[src/rtl/decoder_3x8.sv]
`default_nettype none
// ============================================================================
//  Module   : decoder_3x8
//  Purpose  : 3-to-8 one-hot decoder for register/ALU select. O is a purely
//             combinational decode of I; O_q is the same decode registered
//             on clk, cleared asynchronously by rst_n.
//  Revision : 1.0 - initial release
// ============================================================================
module decoder_3x8 (
   input  logic       clk,
   input  logic       rst_n,
   input  logic [2:0] I,
   output logic [7:0] O,
   output logic [7:0] O_q
);

   logic [7:0] w_dec;
   logic [7:0] r_dec_q;

   // One-hot decode; an unknown select propagates as all-X instead of
   // silently decoding to some legal code.
   always_comb begin
      w_dec = 8'h00;
      case (I)
         3'd0:    w_dec = 8'b0000_0001;
         3'd1:    w_dec = 8'b0000_0010;
         3'd2:    w_dec = 8'b0000_0100;
         3'd3:    w_dec = 8'b0000_1000;
         3'd4:    w_dec = 8'b0001_0000;
         3'd5:    w_dec = 8'b0010_0000;
         3'd6:    w_dec = 8'b0100_0000;
         3'd7:    w_dec = 8'b1000_0000;
         default: w_dec = 8'bxxxx_xxxx;
      endcase
   end

   // Pipelined copy of the decode; reset clears it without waiting for clk.
   always_ff @(posedge clk or negedge rst_n) begin
      if (!rst_n) begin
         r_dec_q <= 8'h00;
      end else begin
         r_dec_q <= w_dec;
      end
   end

   assign O   = w_dec;
   assign O_q = r_dec_q;

endmodule
`default_nettype wire

[config.mk]
export PLATFORM = sky130hd
export DESIGN_NAME = decoder_3x8
export DESIGN_NICKNAME = d
export VERILOG_FILES = /design/src/rtl/decoder_3x8.sv
export SDC_FILE = /design/constraint.sdc
export NUM_CORES = 1
export LEC_CHECK = 0
export ABC_AREA = 1
export CORE_AREA = 2 2 39 41
export DETAILED_ROUTE_END_ITERATION = 10
export DIE_AREA = 0 0 41 43
export DONT_BUFFER_PORTS = 1
export PLACE_DENSITY = 0.37
export SYNTH_ARGS = -nofsm -noshare
export SYNTH_HDL_FRONTEND = slang
export SYNTH_SLANG_ARGS = --single-unit
[constraint.sdc]
create_clock -name clk -period 0.8 [get_ports clk]
set_clock_uncertainty 0.1 [all_clocks]
set_input_delay 0.16 -clock clk [delete_from_list [all_inputs] [get_ports clk]]
set_output_delay 0.16 -clock clk [all_outputs]
set_load 0.02 [all_outputs]
==> metrics.txt <==
status=complete, but fails checks; failing checks=negative hold slack, negative setup slack; setup slack after layout=-146.1 ps; number of port buffers=0; final period utilization=1.183; Wirelength per Cell=10.47 um; clock sink total=8; Syn Area/Cell=11.15 um^2; maximum clock frequency=1.057 GHz; initial antenna violation count=0; sequential element share of the synthesized area=0.7805; Congestion Overflow GR=0; clock root buffer=clkbuf_4; Max FO, Critical Path=1; max reg flops=8; maximum clock path buffer count=2; number of remaining DRC errors=0; FP Rows=14; layout cells sized above 1=0.7143; Post-Syn Area=256.5 um^2; total CTS buffers=3; final setup fails=8; n_diodes=0; Detail Route Antenna Nets=0; I/O pins=21; Worst Setup End Kind=output pin; Hold Fails Final Rpt=1; GRT Overall Usage=0.06788; count of different cell masters after synthesis=5; #FFs+latches synth=8; TritonCTS clock tree=built; Worst Tran Pin Value=339.9 ps; vias in the first global route=213; Final Critical Period=946.1 ps; die outline area=1763 um^2; post-synth net total=28; Area Growth Syn to Fin=52.68%; critical path type=flop to output pin; crit start category=flop; Total Wirelength=534 um; placed inst area=336.6 um^2; final instance area=391.6 um^2; MaxCap Viol Count=0; RSZ-0062 raised after global routing=true; Die X-Extent=41 um; Post-CTS Setup Bufs=0; Core Box Area=1384 um^2; post-synthesis cell count=23; pin count of the biggest net entering global routing=9; Vias=194; first-pass GRT wire length=745 um; DIE HEIGHT=43 um; initial core utilization=0.1854; synthesis warning total=0; cts hold-fix bufs=1; Slew HR=0.7726; power per cell area=2110 nW/um^2; max-slew violations=0; initial DRC count=0; CP Data Required Time=540 ps; worst vdd ir=0.4010 mV; critical path arrival=690 ps; htree depth=1; 1st-pass router iterations=1; Hold/Removal Path Class=input port to flop; Final nets=42; via/cell ratio=3.804; placer congestion estimate=0.6724; Leak=0.0001961 uW; clk slew on worst S/H paths=50 ps; Hold Slack=-11.59 ps
[worst paths after layout]
path                       startpoint  depth (start not counted)  slack [ps]      to
worst max-delay path           O_q[1]                          0        -150  O_q[1]
worst min-delay path             I[2]                          2         -10  O_q[2]
max in group asynchronous       rst_n                          1         170  O_q[7]
min in group asynchronous       rst_n                          1         150  O_q[2]
[synth_stat cells]
| cell | number | area [um^2] |
|---|---|---|
| dfrtp_1 | 8 | 200.2 |
| nand2_1 | 4 | 15.01 |
| inv_2 | 1 | 3.750 |
| inv_1 | 2 | 7.510 |
| nor2_1 | 8 | 30.03 |
[what timing repair did]
action	CTS	global route
hold endpoints to repair	8	1
setup endpoints to repair	8	14
gates resized for setup	0	14
pin swaps	0	4
[cell usage in the layout, fill, tap and decap left out, drive strengths merged]
cell type and count:
nor2 8, clkbuf 3, nand2 4, dfrtp 8, buf 8, dlygate4sd3 1
inv 3
[where the power goes]
part / switching (uW) / internal [uW]
Clock: 121 / 171
Sequential: 25.4 / 423
Combinational: 52.0 / 33.4
Total: 199 / 627
[layout make-up]
cell class,instances,area (um^2)
Timing Repair Buffer,9,73.82
Multi-Input combinational cell,12,55.05
Inverter,3,11.26
Sequential cell,8,209.0
Tap cell,16,20.02
Clock buffer,3,22.52
Fill cell,148,992.2
[metal layers]
metal / part of all wire / up-vias / GRT usage / wire length, um
li1: - / 93 / - / -
met5: 0 / - / 0 / 0
met4: 0 / 0 / 0.1000 / 0
met3: 0.14 / 0 / 0.02094 / 73
met2: 0.63 / 8 / 0.1125 / 335
met1: 0.23 / 93 / 0.03974 / 125
[kinds of logic (layout without fill, tap and decap cells)]
kind of cell,count (synthesis),count (layout),synth area share
simple gates,12,12,0.1756
flops,8,8,0.7805
buf+inv,3,15,0.04390
[through the flow]
step / utilization / power (uW) / worst slack (ps) / instances / TNS, ps
finish: 0.2830 / 826.3 / -146.1 / 51 / -1140
global route: 0.2830 / 858.6 / -162.7 / 51 / -1275
CTS: 0.2667 / 830.6 / -153.1 / 51 / -1205
detailed placement: 0.2432 / 523.8 / 12.87 / 47 / 0
global placement: 0.2432 / 524.3 / 32.40 / 47 / 0
floorplan: - / 494.1 / -35.72 / 23 / -337.2
Power figures use the tool's default switching activity.
